`src/rtl/sipo_pkg.sv`:
```
// Shared types and helpers for the serial-in/parallel-out deserializer.
package sipo_pkg;

    typedef enum logic [1:0] {
        StIdle,
        StCollect,
        StParity
    } sipo_state_e;

    // Upper bound on word width accepted by even_parity().
    localparam int unsigned MaxWidth = 256;

    function automatic int unsigned cnt_width(input int unsigned width);
        return $clog2(width + 2);
    endfunction

    function automatic logic even_parity(input logic [MaxWidth-1:0] data);
        return ^data;
    endfunction

endpackage

```
`src/rtl/sipo_deserializer_if.sv`:
```
// Serial input and word output handshake of sipo_deserializer.
interface sipo_deserializer_if #(
    parameter int unsigned WIDTH = 8
) ();
    logic             sin_valid;
    logic             sin;
    logic [WIDTH-1:0] q_data;
    logic             q_valid;
    logic             q_ready;
    logic             q_perr;
    logic             overrun;
    logic             busy;

    modport master (
        output sin_valid, sin, q_ready,
        input  q_data, q_valid, q_perr, overrun, busy
    );

    modport slave (
        input  sin_valid, sin, q_ready,
        output q_data, q_valid, q_perr, overrun, busy
    );
endinterface

```
`src/rtl/sipo_shift_core.sv`:
```
// Shift register with elaboration-time bit order; clr has priority over en.
module sipo_shift_core #(
    parameter int unsigned WIDTH     = 8,
    parameter bit          MSB_FIRST = 1'b1
) (
    input  logic             clk,
    input  logic             rst_n,
    input  logic             en_i,
    input  logic             clr_i,
    input  logic             sin_i,
    output logic [WIDTH-1:0] sr_o,
    output logic [WIDTH-1:0] shifted_o
);
    logic [WIDTH-1:0] sr_q, sr_d;

    always_comb begin
        if (MSB_FIRST) begin
            shifted_o = {sr_q[WIDTH-2:0], sin_i};
        end else begin
            shifted_o = {sin_i, sr_q[WIDTH-1:1]};
        end
    end

    always_comb begin
        sr_d = sr_q;
        if (clr_i) begin
            sr_d = '0;
        end else if (en_i) begin
            sr_d = shifted_o;
        end
    end

    always_ff @(posedge clk or negedge rst_n) begin
        if (!rst_n) begin
            sr_q <= '0;
        end else begin
            sr_q <= sr_d;
        end
    end

    assign sr_o = sr_q;
endmodule

```
`src/rtl/sipo_deserializer.sv`:
```
// Serial-in/parallel-out deserializer with double-buffered valid/ready output.
// Define SIPO_PARITY_EN to expect a trailing even-parity bit per word.
module sipo_deserializer
    import sipo_pkg::*;
#(
    parameter int unsigned WIDTH     = 8,
    parameter bit          MSB_FIRST = 1'b1
) (
    input logic                clk,
    input logic                rst_n,
    input logic                clear,
    sipo_deserializer_if.slave bus
);
    localparam int unsigned CntW = cnt_width(WIDTH);

    sipo_state_e      state_q, state_d;
    logic [CntW-1:0]  cnt_q, cnt_d;
    logic [WIDTH-1:0] hold_q, hold_d;
    logic             valid_q, valid_d;
    logic             ovr_q, ovr_d;
    logic [WIDTH-1:0] sr, shifted, word;
    logic             accept, last_data, word_done, shift_en, drain;

    assign accept    = bus.sin_valid & ~clear;
    assign last_data = (state_q == StCollect) && (cnt_q == CntW'(WIDTH - 1));
    assign drain     = valid_q & bus.q_ready;

`ifdef SIPO_PARITY_EN
    logic perr_q, perr_d, perr_new;

    // Parity bit is checked against the held data, never shifted in.
    assign shift_en  = accept && (state_q != StParity);
    assign word_done = accept && (state_q == StParity);
    assign word      = sr;
    assign perr_new  = even_parity(MaxWidth'(sr)) ^ bus.sin;
`else
    logic unused_sr;

    assign unused_sr = ^sr;
    assign shift_en  = accept;
    assign word_done = accept && last_data;
    assign word      = shifted;
`endif

    sipo_shift_core #(
        .WIDTH    (WIDTH),
        .MSB_FIRST(MSB_FIRST)
    ) u_shift_core (
        .clk      (clk),
        .rst_n    (rst_n),
        .en_i     (shift_en),
        .clr_i    (clear | word_done),
        .sin_i    (bus.sin),
        .sr_o     (sr),
        .shifted_o(shifted)
    );

    always_comb begin
        state_d = state_q;
        case (state_q)
            StIdle:    if (accept) state_d = StCollect;
`ifdef SIPO_PARITY_EN
            StCollect: if (accept && last_data) state_d = StParity;
            StParity:  if (accept) state_d = StIdle;
`else
            StCollect: if (accept && last_data) state_d = StIdle;
`endif
            default:   state_d = StIdle;
        endcase
        if (clear) state_d = StIdle;
    end

    always_comb begin
        cnt_d = cnt_q;
        if (clear || word_done) begin
            cnt_d = '0;
        end else if (accept) begin
            cnt_d = cnt_q + CntW'(1);
        end
    end

    always_comb begin
        valid_d = valid_q;
        hold_d  = hold_q;
        ovr_d   = 1'b0;
`ifdef SIPO_PARITY_EN
        perr_d  = perr_q;
`endif
        if (clear) begin
            valid_d = 1'b0;
        end else begin
            if (drain) valid_d = 1'b0;
            // A full, undrained holding register drops the new word.
            if (word_done) begin
                if (!valid_q || drain) begin
                    valid_d = 1'b1;
                    hold_d  = word;
`ifdef SIPO_PARITY_EN
                    perr_d  = perr_new;
`endif
                end else begin
                    ovr_d = 1'b1;
                end
            end
        end
    end

    always_ff @(posedge clk or negedge rst_n) begin
        if (!rst_n) begin
            state_q <= StIdle;
            cnt_q   <= '0;
            hold_q  <= '0;
            valid_q <= 1'b0;
            ovr_q   <= 1'b0;
        end else begin
            state_q <= state_d;
            cnt_q   <= cnt_d;
            hold_q  <= hold_d;
            valid_q <= valid_d;
            ovr_q   <= ovr_d;
        end
    end

`ifdef SIPO_PARITY_EN
    always_ff @(posedge clk or negedge rst_n) begin
        if (!rst_n) begin
            perr_q <= 1'b0;
        end else begin
            perr_q <= perr_d;
        end
    end

    assign bus.q_perr = perr_q;
`else
    assign bus.q_perr = 1'b0;
`endif

    assign bus.q_data  = hold_q;
    assign bus.q_valid = valid_q;
    assign bus.overrun = ovr_q;
    assign bus.busy    = (cnt_q != '0);
endmodule
```
`src/flat_wrapper.sv`:
```
// flat-port wrapper written by rule: the top's interface ports become plain ports
module sipo_deserializer_flat import sipo_pkg::*;
#(
    parameter int unsigned WIDTH     = 8,
    parameter bit          MSB_FIRST = 1'b1
)
  (clk, rst_n, clear, bus_sin_valid, bus_sin, bus_q_ready, bus_q_data, bus_q_valid, bus_q_perr, bus_overrun, bus_busy);
  sipo_deserializer_if #(.WIDTH(WIDTH)) bus_i ();
  input logic clk;
  input logic rst_n;
  input logic clear;
  input wire logic [$bits(bus_i.sin_valid)-1:0] bus_sin_valid;
  input wire logic [$bits(bus_i.sin)-1:0] bus_sin;
  input wire logic [$bits(bus_i.q_ready)-1:0] bus_q_ready;
  output wire logic [$bits(bus_i.q_data)-1:0] bus_q_data;
  output wire logic [$bits(bus_i.q_valid)-1:0] bus_q_valid;
  output wire logic [$bits(bus_i.q_perr)-1:0] bus_q_perr;
  output wire logic [$bits(bus_i.overrun)-1:0] bus_overrun;
  output wire logic [$bits(bus_i.busy)-1:0] bus_busy;
  assign bus_i.sin_valid = bus_sin_valid;
  assign bus_i.sin = bus_sin;
  assign bus_i.q_ready = bus_q_ready;
  assign bus_q_data = bus_i.q_data;
  assign bus_q_valid = bus_i.q_valid;
  assign bus_q_perr = bus_i.q_perr;
  assign bus_overrun = bus_i.overrun;
  assign bus_busy = bus_i.busy;
  sipo_deserializer #(.WIDTH(WIDTH), .MSB_FIRST(MSB_FIRST)) u_core (.clk(clk), .rst_n(rst_n), .clear(clear), .bus(bus_i));
endmodule
```
`config.mk`:
```
export PLATFORM = sky130hd
export DESIGN_NAME = sipo_deserializer_flat
export DESIGN_NICKNAME = d
export VERILOG_FILES = /design/src/rtl/sipo_pkg.sv /design/src/rtl/sipo_deserializer_if.sv /design/src/rtl/sipo_shift_core.sv /design/src/rtl/sipo_deserializer.sv /design/src/flat_wrapper.sv
export SDC_FILE = /design/constraint.sdc
export NUM_CORES = 1
export LEC_CHECK = 0
export CAP_MARGIN = 20
export CORE_MARGIN = 1
export CORE_UTILIZATION = 40
export DETAILED_ROUTE_END_ITERATION = 8
export PLACE_DENSITY = 0.74
export SLEW_MARGIN = 20
export SYNTH_ARGS = -nofsm -noshare
export SYNTH_HDL_FRONTEND = slang
export SYNTH_SLANG_ARGS = --single-unit
```
`constraint.sdc`:
```
create_clock -name clk -period 2.6 [get_ports clk]
set_input_delay 0.39 -clock clk [delete_from_list [all_inputs] [get_ports clk]]
set_output_delay 0.39 -clock clk [all_outputs]
set_load 0.03 [all_outputs]
```
==> results by group <==
Global route
  • GRT Residual Overflow: 0
  • Largest net degree at the start of global routing: 23
  • First-pass GRT wire length: between 2000 and 3000 µm
  • Vias in the first global route: 530
  • Antenna violations before repair: 0
  • GRT Util Overall: 13.9%

Worst setup path
  • Crit path buf inv count: 2
  • Delay-heaviest family, CP: buffers and inverters
  • Worst r2r src: u_core.cnt_q[0]
  • Crit-path cells: inv_1 > ha_1 > nand2_1 > clkdlybuf4s50_1
  • Crit path DAT: 1.70 ns
  • Crit path max fanout: 4
  • Levels on crit path: 4
  • Setup crit start kind: flop
  • Critical Path Start: u_core.cnt_q[0]
  • Slowest cell on the critical path: clkdlybuf4s50_1
  • Crit. End Element: primary output
  • Flop2flop setup slack: between 0.7 and 0.8 ns
  • CP required: roughly 2.2 ns
  • Worst reg2reg endpoint: u_core.bus.q_data[7]
  • Max stage delay on crit path: between 0.6 and 0.7 ns
  • Setup crit end: bus_busy
  • Setup CP Type: flop to primary output
  • R2R depth: 4

Detailed routing
  • Post-route DRC: 0
  • Routed vias/inst: 4.79
  • Detailed Route WL: roughly 1500 µm
  • Wire per inst: about 13 µm
  • Vias: around 540
  • Post-route ant nets: 0
  • Initial drt markers: 2
  • DRT Pass-1 Iters: 4

Floorplanning
  • I/O pins: 18
  • Die X: 50.1 µm
  • Die footprint: between 2000 and 3000 µm²
  • # rows: 17
  • Initial core utilization: a little over two fifths
  • Core area: 2190 µm²
  • Die height: 50.1 µm

Power and ir drop
  • Lkg Pwr: between 0.5 and 0.6 nW
  • Peak VDD IR: 314 µV
  • Final Total Pwr: ~0.66 mW
  • Power Density: approximately 570 nW/µm²

Layout
  • Finished Cell Area: approximately 1200 µm²
  • Antenna cells: 0
  • Synth-to-Final Area Change: 25.4%
  • Final non-filler cell total: between 100 and 150
  • Layout cells sized above 1: 19.0%
  • Total Nets Final: just over 90
  • Finished Core Util: between 50% and 60%
  • Final-layout fill cell count: roughly 190

Flow run
  • Max cap viols: 0

Synth
  • Average cell area after synthesis: about 14 µm²
  • Syn_nets: 74
  • Ys Warns: 0
  • Sequential-to-total area share from yosys stat: ~60%
  • #FFs+latches synth: 22
  • Yosys top cell area share: roughly 60%
  • Mapped cell area: 925 µm²
  • Mapped Cells: 66
  • Synth area leaders: dfrtp_1 60%, mux2_4 13%, a22o_1 8.5%, ha_1 2.7%, nor2_1 1.6%
  • Post-synth cell types: 22
  • Area leader, netlist: dfrtp_1

Timing
  • Fin crit period: 2.09 ns
  • Pins Over Slew Limit: 0
  • Worst Tran Pin Value: around 0.7 ns
  • Worst hold margin: just over 0.4 ns
  • Maximum clock rate: approximately 0.48 GHz
  • Setup TNS Final: 0 ns
  • RSZ-0062 raised after global routing: false
  • Post-route worst setup slack: 0.513 ns
  • Setup-failing EPs final: 0
  • Hold Fails Final Rpt: 0
  • Relative slew margins: 52.9%
  • Clk_skew: ~0.0078 ns
  • Crit share post-route: roughly four fifths

Place
  • Gpl congestion: ~0.7
  • DP HPWL: a little over 1000 µm
  • Post-DP Area: between 1000 and 1500 µm²
  • Placed Cells incl. Taps: about 110
  • Post-place setup slack: approximately 0.53 ns
  • Port-buffer cells: 16

Min path
  • Tightest Hold Check Type: primary input to asynchronous set/reset pin

Clock tree
  • Post-CTS setup buffer count: 0
  • Num CTS Buffers: 3
  • Clock buffer depth: 2
  • CTS H-Tree Depth: 1
  • CTS Sinks: 22
  • CTS tree: built
  • CTS-repair resized insts: 0
  • CTS Hold Bufs: 0
  • CTS Root Cell: clkbuf_4
  • Clock-pin transition on the worst setup and hold timing paths: approximately 0.12 ns
  • Clock Latency Late Sink: 0.31 ns

Run status
  • Status: finished, final reports clean
==> sequential cells by signal, summed over array words and instances (netlist names) <==
name / count
u_core.bus.overrun: 1
u_core.bus.q_data: 8
u_core.bus.q_valid: 1
u_core.cnt_q: 4
u_core.state_q: 1
u_core.u_shift_core.sr_o: 7
==> worst reg2reg max path, stage by stage, from the launching register on <==
cell     delay, ns
dfrtp_1       0.42
ha_1          0.20
and4b_4       0.24
and3_1        0.50
mux2_4        0.35
==> per-layer routing <==
metal / track usage (%) / up-vias / part of all wire, %
met3: 1.85 / 4 / 3.4
met1: 19.4 / 259 / 51
met2: 20.2 / 13 / 44
met4: 8.57 / 0 / 1.5
li1: - / 260 / -
met5: 0 / - / 0
==> where the power goes <==
part / internal [mW] / switching, mW
combinational: 0.0202 / 0.0250
sequential: 0.348 / 0.00516
clock: 0.156 / 0.104
total: 0.524 / 0.134
==> layout make-up <==
cell class                 count  area [µm²]  share of cell area, %
multi-input combinational     38         339                   29.2
clock buffer                   3        22.5                   1.94
tap                           28        35.0                   3.02
timing repair buffer          18         175                   15.1
clock inverter                 1        30.0                   2.59
sequential                    22         551                   47.5
inverter                       2        7.51                  0.647
==> how the worst min path moves through the flow <==
stage	from	cells past startpoint	slack, ns	end
after floorplan	rst_n	0	0.09	u_core.bus.overrun
after global placement	u_core.state_q[0]	1	0.47	u_core.state_q[0]
after detailed placement	u_core.state_q[0]	1	0.47	u_core.state_q[0]
after CTS	rst_n	2	0.41	u_core.u_shift_core.sr_o[4]
after global routing	rst_n	2	0.42	u_core.bus.q_data[4]
final	rst_n	2	0.40	u_core.u_shift_core.sr_o[1]
==> cell usage after synthesis <==
master,n
buf_4,1
a22o_1,9
ha_1,2
nand2b_1,1
nand3_1,1
a21o_1,1
mux2_4,8
and3_1,1
clkbuf_1,1
buf_2,1
xor2_1,1
o21ai_0,1
conb_1,1
nand2_1,3
nor2b_1,2
dfrtp_1,22
mux2_2,1
and4b_4,1
inv_1,2
nor2_1,4
buf_6,1
xnor2_1,1
==> cell usage in the layout, fill, tap and decap left out, types with 2 or more instances in the layout <==
master,Yosys,layout
a22o_1,9,9
buf_4,1,2
clkbuf_4,0,3
clkdlybuf4s50_1,0,16
dfrtp_1,22,22
ha_1,2,2
inv_1,2,2
mux2_4,8,8
nand2_1,3,3
nor2_1,4,4
nor2b_1,2,2
==> cells by family (layout without fill, tap and decap cells) <==
family / after synthesis / after routing / synth area share [%]
flops: 22 / 22 / 59.5
simple gates: 13 / 13 / 7.58
compound gates: 11 / 11 / 9.88
mux: 9 / 9 / 14.2
buf+inv: 6 / 24 / 3.79
fa+ha+maj: 2 / 2 / 2.71
xor+xnor: 2 / 2 / 1.89
other cells: 1 / 1 / 0.406
Power figures use the tool's default switching activity.
